`src/rtl/dmem_arbiter.sv`:
```
// Round-robin two-port arbiter in front of the single-port data RAM.
// Port 0 is the core LSU, port 1 the debug/loader master; responses come back one cycle after acceptance.
module dmem_arbiter #(
  parameter logic [31:0] BASE_ADDR = 32'h0001_0000,
  parameter int          AW        = 13
) (
  input  logic          HCLK,
  input  logic          HRESETn,

  input  logic          p0_req,
  input  logic          p0_we,
  input  logic [31:0]   p0_addr,
  input  logic [3:0]    p0_be,
  input  logic [31:0]   p0_wdata,
  output logic          p0_gnt,
  output logic          p0_rvalid,
  output logic [31:0]   p0_rdata,
  output logic          p0_err,

  input  logic          p1_req,
  input  logic          p1_we,
  input  logic [31:0]   p1_addr,
  input  logic [3:0]    p1_be,
  input  logic [31:0]   p1_wdata,
  output logic          p1_gnt,
  output logic          p1_rvalid,
  output logic [31:0]   p1_rdata,
  output logic          p1_err,

  output logic          ram_cs,
  output logic          ram_we,
  output logic [AW-1:0] ram_addr,
  output logic [31:0]   ram_wmask,
  output logic [31:0]   ram_wdata,
  input  logic [31:0]   ram_rdata
);

  localparam logic [32:0] WIN_BYTES = 33'd4 << AW;

  logic        lastWinner_q, lastWinner_d;
  logic        respValid_q, respValid_d;
  logic        respPort_q, respPort_d;
  logic        respErr_q, respErr_d;
  logic        respRead_q, respRead_d;

  logic        anyGnt;
  logic        selWe;
  logic [31:0] selAddr;
  logic [3:0]  selBe;
  logic [31:0] selWdata;
  logic [31:0] selOff;
  logic        selInWin;
  logic        ramAccess;

  // On a tie the port that did not win last time gets the grant; nothing is granted during reset.
  assign p0_gnt = HRESETn & p0_req & (~p1_req | lastWinner_q);
  assign p1_gnt = HRESETn & p1_req & (~p0_req | ~lastWinner_q);
  assign anyGnt = p0_gnt | p1_gnt;

  assign selWe    = p1_gnt ? p1_we    : p0_we;
  assign selAddr  = p1_gnt ? p1_addr  : p0_addr;
  assign selBe    = p1_gnt ? p1_be    : p0_be;
  assign selWdata = p1_gnt ? p1_wdata : p0_wdata;

  // Unsigned wrap makes addresses below the base fail the window check as well.
  assign selOff    = selAddr - BASE_ADDR;
  assign selInWin  = ({1'b0, selOff} < WIN_BYTES);
  assign ramAccess = anyGnt & selInWin & (|selBe);

  always_comb begin
    ram_cs    = 1'b0;
    ram_we    = 1'b0;
    ram_addr  = '0;
    ram_wmask = '0;
    ram_wdata = '0;
    if (ramAccess) begin
      ram_cs    = 1'b1;
      ram_we    = selWe;
      ram_addr  = selOff[AW+1:2];
      ram_wmask = {{8{selBe[3]}}, {8{selBe[2]}}, {8{selBe[1]}}, {8{selBe[0]}}};
      ram_wdata = selWdata;
    end
  end

  assign lastWinner_d = anyGnt ? p1_gnt : lastWinner_q;
  assign respValid_d  = anyGnt;
  assign respPort_d   = p1_gnt;
  assign respErr_d    = anyGnt & ~selInWin;
  assign respRead_d   = ramAccess & ~selWe;

  always_ff @(posedge HCLK or negedge HRESETn) begin
    if (!HRESETn) begin
      lastWinner_q <= 1'b1;
      respValid_q  <= 1'b0;
      respPort_q   <= 1'b0;
      respErr_q    <= 1'b0;
      respRead_q   <= 1'b0;
    end else begin
      lastWinner_q <= lastWinner_d;
      respValid_q  <= respValid_d;
      respPort_q   <= respPort_d;
      respErr_q    <= respErr_d;
      respRead_q   <= respRead_d;
    end
  end

  // The registered owner steers the RAM's registered read data so responses never cross ports.
  assign p0_rvalid = respValid_q & ~respPort_q;
  assign p1_rvalid = respValid_q & respPort_q;
  assign p0_err    = p0_rvalid & respErr_q;
  assign p1_err    = p1_rvalid & respErr_q;
  assign p0_rdata  = (p0_rvalid & respRead_q) ? ram_rdata : '0;
  assign p1_rdata  = (p1_rvalid & respRead_q) ? ram_rdata : '0;

endmodule

```
`config.mk`:
```
export PLATFORM = sky130hd
export DESIGN_NAME = dmem_arbiter
export DESIGN_NICKNAME = d
export VERILOG_FILES = /design/src/rtl/dmem_arbiter.sv
export SDC_FILE = /design/constraint.sdc
export NUM_CORES = 1
export LEC_CHECK = 0
export ABC_AREA = 1
export BUFFER_PORTS_ARGS = -buffer_cell sky130_fd_sc_hd__buf_2
export CAP_MARGIN = 5
export CORE_AREA = 2 2 124 126
export CTS_CLUSTER_SIZE = 10
export DETAILED_ROUTE_END_ITERATION = 8
export DIE_AREA = 0 0 126 128
export GPL_TIMING_DRIVEN = 0
export MAX_ROUTING_LAYER = met4
export PLACE_DENSITY = 0.56
export SETUP_SLACK_MARGIN = 0.5
export SYNTH_ARGS = -nofsm -noshare
export SYNTH_HDL_FRONTEND = slang
export SYNTH_SLANG_ARGS = --single-unit
```
`constraint.sdc`:
```
create_clock -name HCLK -period 5.95 [get_ports HCLK]
set_input_delay 0.2975 -clock HCLK [delete_from_list [all_inputs] [get_ports HCLK]]
set_output_delay 0.2975 -clock HCLK [all_outputs]
set_load 0.02 [all_outputs]
```
# After elaboration in Yosys (flattened, before gate mapping)
# Index checks and enable logic that the tools add are counted.
# word_totals
ff_bits	5
input_bits	174
out_inout_bits	149
word_cells	42
# classes
addsub	1
order_cmp	1
mux	11
n_bitwise	23
reduce_logical	1
# op_table
op	n
two-way mux 32 bit	6
< comparator 32 x 16 -> 1 bit, second input constant	1
subtractor 32 x 17 -> 32 bit, second input constant	1
AND 1 bit	14
two-way mux 13 bit	1
NOT 1 bit	6
two-way mux 4 bit	1
OR reduction 4 bit	1
two-way mux 1 bit	3
OR 1 bit	3

# Logic depth before layout (Yosys ltp)
# Gate-level depths: netlist of the first run.
# depth
depth_word	9
mapped_depth	18
depth_no_buf	15

# Worst setup path before layout of the first run
# Ideal clock, no wire load.
# synth_timing
path_type	register to output
from	register lastWinner_q
to	output ram_wmask[1]
arrival_time_ps	2317
t_required_ps	5653
path_slack_ps	3336
stages_incl_launch_ff	16
n_path_buf	3
cell_sequence	dfstp_2 nand2_4 nand2_8 buf_12 nand2_2 nand2_4 nand2_2 nor2_1 nand2_1 nor2_2 nand3_1 nor2_4 nand3_4 buf_12 nor2_4 buf_4
# synth_between
elab_chain_cells	9
elab_cells_between_ends	14
cone_classes	1 x add/sub; 1 x order compare; 3 x mux; 8 x bitwise; 1 x reduce/logical
# synth_rtl
item	line_no	text
from (decl)	40	logic lastWinner_q, lastWinner_d;
from (signal assigned)	99	lastWinner_q <= lastWinner_d;
NOT 1 bit	57	assign p1_gnt = HRESETn & p1_req & (~p0_req | ~lastWinner_q);
OR 1 bit	57	
AND 1 bit	57	
two-way mux 32 bit	61	assign selAddr = p1_gnt ? p1_addr : p0_addr;
subtractor 32 x 17 -> 32 bit	66	assign selOff = selAddr - BASE_ADDR;
< comparator 32 x 16 -> 1 bit	67	assign selInWin = ({1'b0, selOff} < WIN_BYTES);
AND 1 bit (2 in a row)	68	assign ramAccess = anyGnt & selInWin & (|selBe);
two-way mux 32 bit *	76	if (ramAccess) begin
to (decl)	33	output logic [31:0] ram_wmask,
# Mark *: on every way between the ends. The rest lies on a longest branch, timed or not.

# Worst setup path in the final report of the first run
# layout_timing
from	input HRESETn
to	output ram_wmask[31]
# layout_between
elab_chain_cells	8
elab_cells_between_ends	13
cone_classes	1 x add/sub; 1 x order compare; 3 x mux; 7 x bitwise; 1 x reduce/logical
# layout_rtl
item	line_no	text
from (decl)	8	input logic HRESETn,
AND 1 bit (2 in a row)	57	
two-way mux 32 bit	61	
subtractor 32 x 17 -> 32 bit	66	
< comparator 32 x 16 -> 1 bit	67	
AND 1 bit (2 in a row)	68	
two-way mux 32 bit *	76	
# Marked as above.

==> results of run 1 <==
-- metal layers --
| metal | wire, um | part of all wire | global-route usage | vias to the layer above |
|---|---|---|---|---|
| li1 | - | - | - | 1816 |
| met1 | 4260 | 0.40 | 0.139 | 1457 |
| met2 | 5450 | 0.52 | 0.221 | 174 |
| met3 | 783 | 0.074 | 0.0238 | 6 |
| met4 | 67 | 0.0063 | 0.0136 | 0 |
| met5 | 0 | 0 | - | - |
-- power by group through the flow --
| stage | Sequential, mW | Clock, mW | Combinational (mW) |
|---|---|---|---|
| final | 0.0409 | 0.114 | 0.195 |
| after detailed placement | 0.0415 | 0 | 0.197 |
| after global placement | 0.0416 | 0 | 0.195 |
| after global routing | 0.0417 | 0.120 | 0.215 |
| after floorplan | 0.0409 | 0 | 0.118 |
| after CTS | 0.0411 | 0.119 | 0.198 |
-- per-stage QoR --
step / utilization / setup slack (ns)
after floorplan: - / 3.34
after global placement: 0.306 / 2.85
after detailed placement: 0.306 / 2.85
after CTS: 0.312 / 2.26
after global routing: 0.312 / 2.03
final: 0.312 / 2.36
-- cell families after synthesis --
| kind of cell | synth area share |
|---|---|
| buf+inv | 0.241 |
| simple gates | 0.512 |
| compound gates | 0.0244 |
| flops | 0.0464 |
| mux | 0.177 |
-- area by class of cell --
type                            count  area, um2
Timing Repair Buffer              319       1600
Multi-Input combinational cell    282       1940
Sequential cell                     5        126
Inverter                           60        238
Fill cell                        1638      10200
Clock buffer                        4       78.8
Buffer                             46        418
Tap cell                          188        235
Antenna cell                        2       5.00
-- flip-flops by register name, summed over array words and instances (netlist names) --
name / count
respPort_q: 1
respErr_q: 1
lastWinner_q: 1
respRead_q: 1
respValid_q: 1
-- how the worst max path moves through the flow --
| stage | from | to | slack [ns] | depth (start not counted) |
|---|---|---|---|---|
| 3_3_place_gp | HRESETn | ram_wmask[31] | 2.85 | 16 |
| 4_1_cts | HRESETn | ram_wmask[31] | 2.26 | 17 |
| 5_1_grt | HRESETn | ram_wmask[28] | 2.03 | 17 |
| 2_1_floorplan | lastWinner_q | ram_wmask[1] | 3.34 | 15 |
| 6_report | HRESETn | ram_wmask[31] | 2.36 | 17 |
| 3_5_place_dp | HRESETn | ram_wmask[31] | 2.85 | 16 |
-- critical path, delay by kind of cell --
kind / cells / cell delay (ns)
simple gates: 12 / 1.65
buf+inv: 5 / 1.33
-- synthesized netlist by cell type --
master,n,area (um2)
buf_12,6,120
nand3b_1,1,7.51
nand2_4,6,67.6
nand4_1,3,18.8
o21bai_1,1,7.51
inv_1,54,203
nand3_1,13,65.1
dlygate4sd1_1,1,8.76
inv_2,5,18.8
nor3_1,2,10.0
buf_1,1,3.75
dfstp_2,1,26.3
a21oi_1,4,20.0
mux2i_1,48,480
nand3_2,1,10.0
nand2_1,41,154
nor2_2,5,31.3
buf_8,2,30.0
nand2_8,1,20.0
dfrtp_1,4,100
o21ai_2,1,8.76
buf_4,28,210
nand2_2,10,62.6
clkbuf_1,6,22.5
nor2_1,82,308
buf_6,2,22.5
o21ai_1,3,15.0
nand3_4,1,17.5
nor2_4,54,608
clkinv_8,1,16.3
o21ai_0,3,15.0
or2_2,2,12.5
==> results.cfg, run 1 <==
[synth]
synth_warnings = 0
synthesis.instances = 393
mappedNetlistArea_mm2 = 0.00272
ys_seq_area_frac = 0.0464
synth_nets = 567
ys_ff_latch = 5
yosysUniqueCellTypes = 32
avgSynthCellArea_um2 = 6.92

[floorplan]
io_pins = 323
dieHeight_um = 128
rows = 45
coreArea_mm2 = 0.0149
die-area_mm2 = 0.0161
start_util = 0.183
fp.dieW_um = 126

[placed_design]
gp_congestion = 0.776
placed_cell_area_mm2 = 0.00455
place_inst = 899
hpwl_mm = 9.44
io_buffers = 318

[routing]
drt_iter0_drc = 94
drtAntennaViolNets = 0
drc = 0
first_pass_iters = 4
wl_per_cell_um = 11.7
via_per_inst = 3.81
via_count = 3453
drt_wl_total_mm = 10.6

[setup_path]
r2r_slack_ns = 3.61
critPathCaptureType = output port
worstPathArrival_ns = 3.30
startpoint_type = primary input
reg2reg_from = lastWinner_q
r2r_end = respRead_q
critPathMaxStageDelay_ns = 0.54
reg2regPathDepth = 10
crit_chain = dlygate4sd3_1 > buf_2 > nand2_4 > nor2_4 > nand2_2 > nand2_4 > nand2_2 > nor2_1 > nand2_1 > nor2_2 > nand3_1 > nor2_4 > nand3_4 > buf_12 > nor2_4 > buf_4 > buf_2
crit_top_cell = nor2_4
cp_max_fo = 10
critPathSlowestCell = dlygate4sd3_1
critical_path_class = in2out
cp.required_ns = 5.65

[sta]
worst_pin_slew_ns = 0.624
clock.fmax_ghz = 0.278
hold_viol_final = 0
clock-skew-final_ns = 0.00649
setup_tns_ns = 0
fin_crit_sh = 0.604
rsz0062_at_grt = no
finalCriticalPeriod_ns = 3.59
setup_violations = 0
relSlewSlack = 0.584
slew_violations = 0
hold_ws_ns = 0.427

[global_routing]
grt_max_degree = 11
grt_pass1_wl_mm = 15.2
grt_antenna_before_repair = 2
grt_pass1_vias = 3018
grt_usage = 0.120
grt.overflow.total = 0

[cts]
insertion_delay_ns = 0.23
cts_tree = built
clockBufferDepth = 2
clk_pin_slew_ns = 0.04
cts_hold_buf = 1
cts_root_buf = clkbuf_16
cts_max_level = 1
cts_setup_buffers = 0
numCtsBuffers = 3
cts_sinks = 5
cts_resized = 0

[min_path]
hp-start = p1_we
holdPathEnd = respRead_q
holdPathStages = 4
hold_class = in2reg

[cells_and_area]
final_common_cell = buf_2
final_cells = 906
drive_above_1_share = 0.624
fin_nets = 891
area_growth_pct = 70.6
stdcell_area_mm2 = 0.00464
final_cell_mix = 318 x buf_2, 82 x nor2_1, 54 x inv_1, 54 x nor2_4, 48 x mux2i_1

[power]
peakVddDrop_uv = 82.5
power.density_mw_per_mm2 = 75.4
switching_share = 0.385
seqPwrFrac = 0.117
p_int_mw = 0.215
p_leak_nw = 3.12
p_total_mw = 0.350
power_frac_comb = 0.558
power.switching_mw = 0.135
clock_power_share = 0.326

[run]
maxCapViolCount = 0

[run_status]
status = complete, no violations
Power figures use the tool's default switching activity.
==> inputs of run 2 (changes only) <==
--- a/config.mk
+++ b/config.mk
@@ -8,10 +8,10 @@
 export ABC_AREA = 1
 export BUFFER_PORTS_ARGS = -buffer_cell sky130_fd_sc_hd__buf_2
 export CAP_MARGIN = 5
-export CORE_AREA = 2 2 124 126
+export CORE_AREA = 2 2 126 128
 export CTS_CLUSTER_SIZE = 10
 export DETAILED_ROUTE_END_ITERATION = 8
-export DIE_AREA = 0 0 126 128
+export DIE_AREA = 0 0 128 130
 export GPL_TIMING_DRIVEN = 0
 export MAX_ROUTING_LAYER = met4
 export PLACE_DENSITY = 0.56
==> constraint.sdc (replaced) <==
create_clock -name HCLK -period 3.3 [get_ports HCLK]
set_input_delay 0.165 -clock HCLK [delete_from_list [all_inputs] [get_ports HCLK]]
set_output_delay 0.165 -clock HCLK [all_outputs]
set_load 0.02 [all_outputs]
==> results.cfg, run 2 (synthesis gave the netlist of run 1 again) <==
[routing]
drtAntennaViolNets = 0
drc = 0
drt_iter0_drc = 75
drt_wl_total_mm = 11.4
via_per_inst = 3.92
first_pass_iters = 4
via_count = 3621
wl_per_cell_um = 12.3

[run]
maxCapViolCount = 0

[setup_path]
cp_max_fo = 8
critical_path_class = reg2out
worstPathArrival_ns = 2.67
critPathCaptureType = output port
cp.required_ns = 3.13
startpoint_type = register

[sta]
slew_violations = 0
finalCriticalPeriod_ns = 2.83
fin_crit_sh = 0.858
setup_violations = 0
worst_pin_slew_ns = 0.487
clock.fmax_ghz = 0.353
rsz0062_at_grt = yes
relSlewSlack = 0.675
setup_tns_ns = 0
fin_ws_ns = 0.470
hold_viol_final = 0
clock-skew-final_ns = 0.00549

[power]
p_int_mw = 0.409
clock_power_share = 0.300
seqPwrFrac = 0.114
switching_share = 0.385
power.switching_mw = 0.256
power_frac_comb = 0.586
power.density_mw_per_mm2 = 127
peakVddDrop_uv = 155
p_leak_nw = 3.24
p_total_mw = 0.665

[floorplan]
fp.dieW_um = 128
rows = 46
coreArea_mm2 = 0.0154
die-area_mm2 = 0.0166
start_util = 0.176
io_pins = 323
dieHeight_um = 130

[cts]
clk_pin_slew_ns = 0.04
cts_max_level = 1
cts_sinks = 5
cts_root_buf = clkbuf_16
numCtsBuffers = 3
clockBufferDepth = 2
insertion_delay_ns = 0.23
cts_tree = built

[global_routing]
grt_usage = 0.122
grt_antenna_before_repair = 0
grt.overflow.total = 0
grt_busiest_layer = met2
grt_max_degree = 11
met1_usage = 0.147
grt_pass1_vias = 3214
grt_pass1_wl_mm = 15.7
grt_use_met2 = 0.227
globalRouteMet3Util = 0.0156

[cells_and_area]
drive_above_1_share = 0.653
final_cell_mix = 257 x buf_2, 82 x nor2_1, 61 x buf_4
area_growth_pct = 91.7
nFillCells = 1668
final_common_cell = buf_2
fin_nets = 905

[placed_design]
hpwl_mm = 9.77
place_ws_ns = 0.465
io_buffers = 318
gp_congestion = 0.807

[min_path]
hold_class = in2reg

[run_status]
status = complete, no violations
-- run 2: changes by cell type in the layout (fill, tap and decap cells not counted), moves of 2 or more --
cell,delta
nand2_1,-7
mux2i_1,-2
mux2i_4,+2
nand2_2,+4
nand3_1,-2
buf_12,+3
buf_4,+33
buf_2,-61
nand2_4,+2
nor2_2,-3
buf_6,+36
nor2_4,+3
-- run 2: final timing paths --
path / startpoint / endpoint / slack (ns) / depth (start not counted)
setup / recovery: lastWinner_q / ram_wmask[31] / 0.47 / 16
hold / removal: p1_we / respRead_q / 0.36 / 4
setup reg to reg: lastWinner_q / respRead_q / 1.06 / 15
hold reg to reg: lastWinner_q / lastWinner_q / 0.55 / 2
max in group asynchronous: HRESETn / lastWinner_q / 2.67 / 2
min in group asynchronous: HRESETn / respRead_q / 0.40 / 2
-- run 2: power groups by stage --
stage / combinational [mW] / sequential (mW) / clock, mW
4_1_cts: 0.372 / 0.0760 / 0.206
6_report: 0.390 / 0.0757 / 0.200
3_5_place_dp: 0.355 / 0.0750 / 0
5_1_grt: 0.427 / 0.0764 / 0.215
3_3_place_gp: 0.351 / 0.0751 / 0
2_1_floorplan: 0.213 / 0.0737 / 0
-- run 2: area by class of cell --
class / count / area, um2 / area share
inverters: 60 / 238 / 0.0456
well taps: 192 / 240 / 0.0460
clock buffers: 4 / 78.8 / 0.0151
repair buffers: 333 / 2020 / 0.388
plain buffers: 46 / 459 / 0.0880
multi-input cells: 282 / 2050 / 0.393
flip-flops and latches: 5 / 126 / 0.0242
diodes: 1 / 2.50 / 0.000480
-- run 2: routing by layer --
layer	share of wire	up-vias
li1	-	1841
met1	0.41	1609
met2	0.54	167
met3	0.056	4
met4	0.0020	0
met5	0	-
-- run 2: what timing repair did --
action | in CTS | in global routing
resized for setup | 41 | 87
cloned | 0 | 1
endpoints found under the hold margin | 4 | 0
hold buffers | 2 | 0
endpoints found under the setup margin | 77 | 78
pin swaps | 9 | 8
buffers inserted | 10 | 2
-- run 2: critical path, cell delays in order (launching register included) --
cell	delay [ns]
dfstp_2	0.57
nand2_8	0.09
nand2_8	0.12
clkbuf_16	0.16
nand2_4	0.05
nand2_4	0.06
nor2_4	0.04
nand2_2	0.10
inv_2	0.07
a21oi_2	0.16
o21ai_2	0.09
nor2_4	0.16
nand3_4	0.13
buf_12	0.16
nor2_4	0.20
buf_4	0.15
buf_4	0.13
-- run 2: stage by stage --
step           instance area (um2)   util  hold slack [ns]  cells
6_report                      5220  0.338            0.359    923
5_1_grt                       5220  0.338            0.390    922
4_1_cts                       4890  0.317            0.357    919
3_5_place_dp                  4550  0.295           0.0263    903
3_3_place_gp                  4550  0.295           0.0224    903
2_1_floorplan                 2720      -           -0.131    393
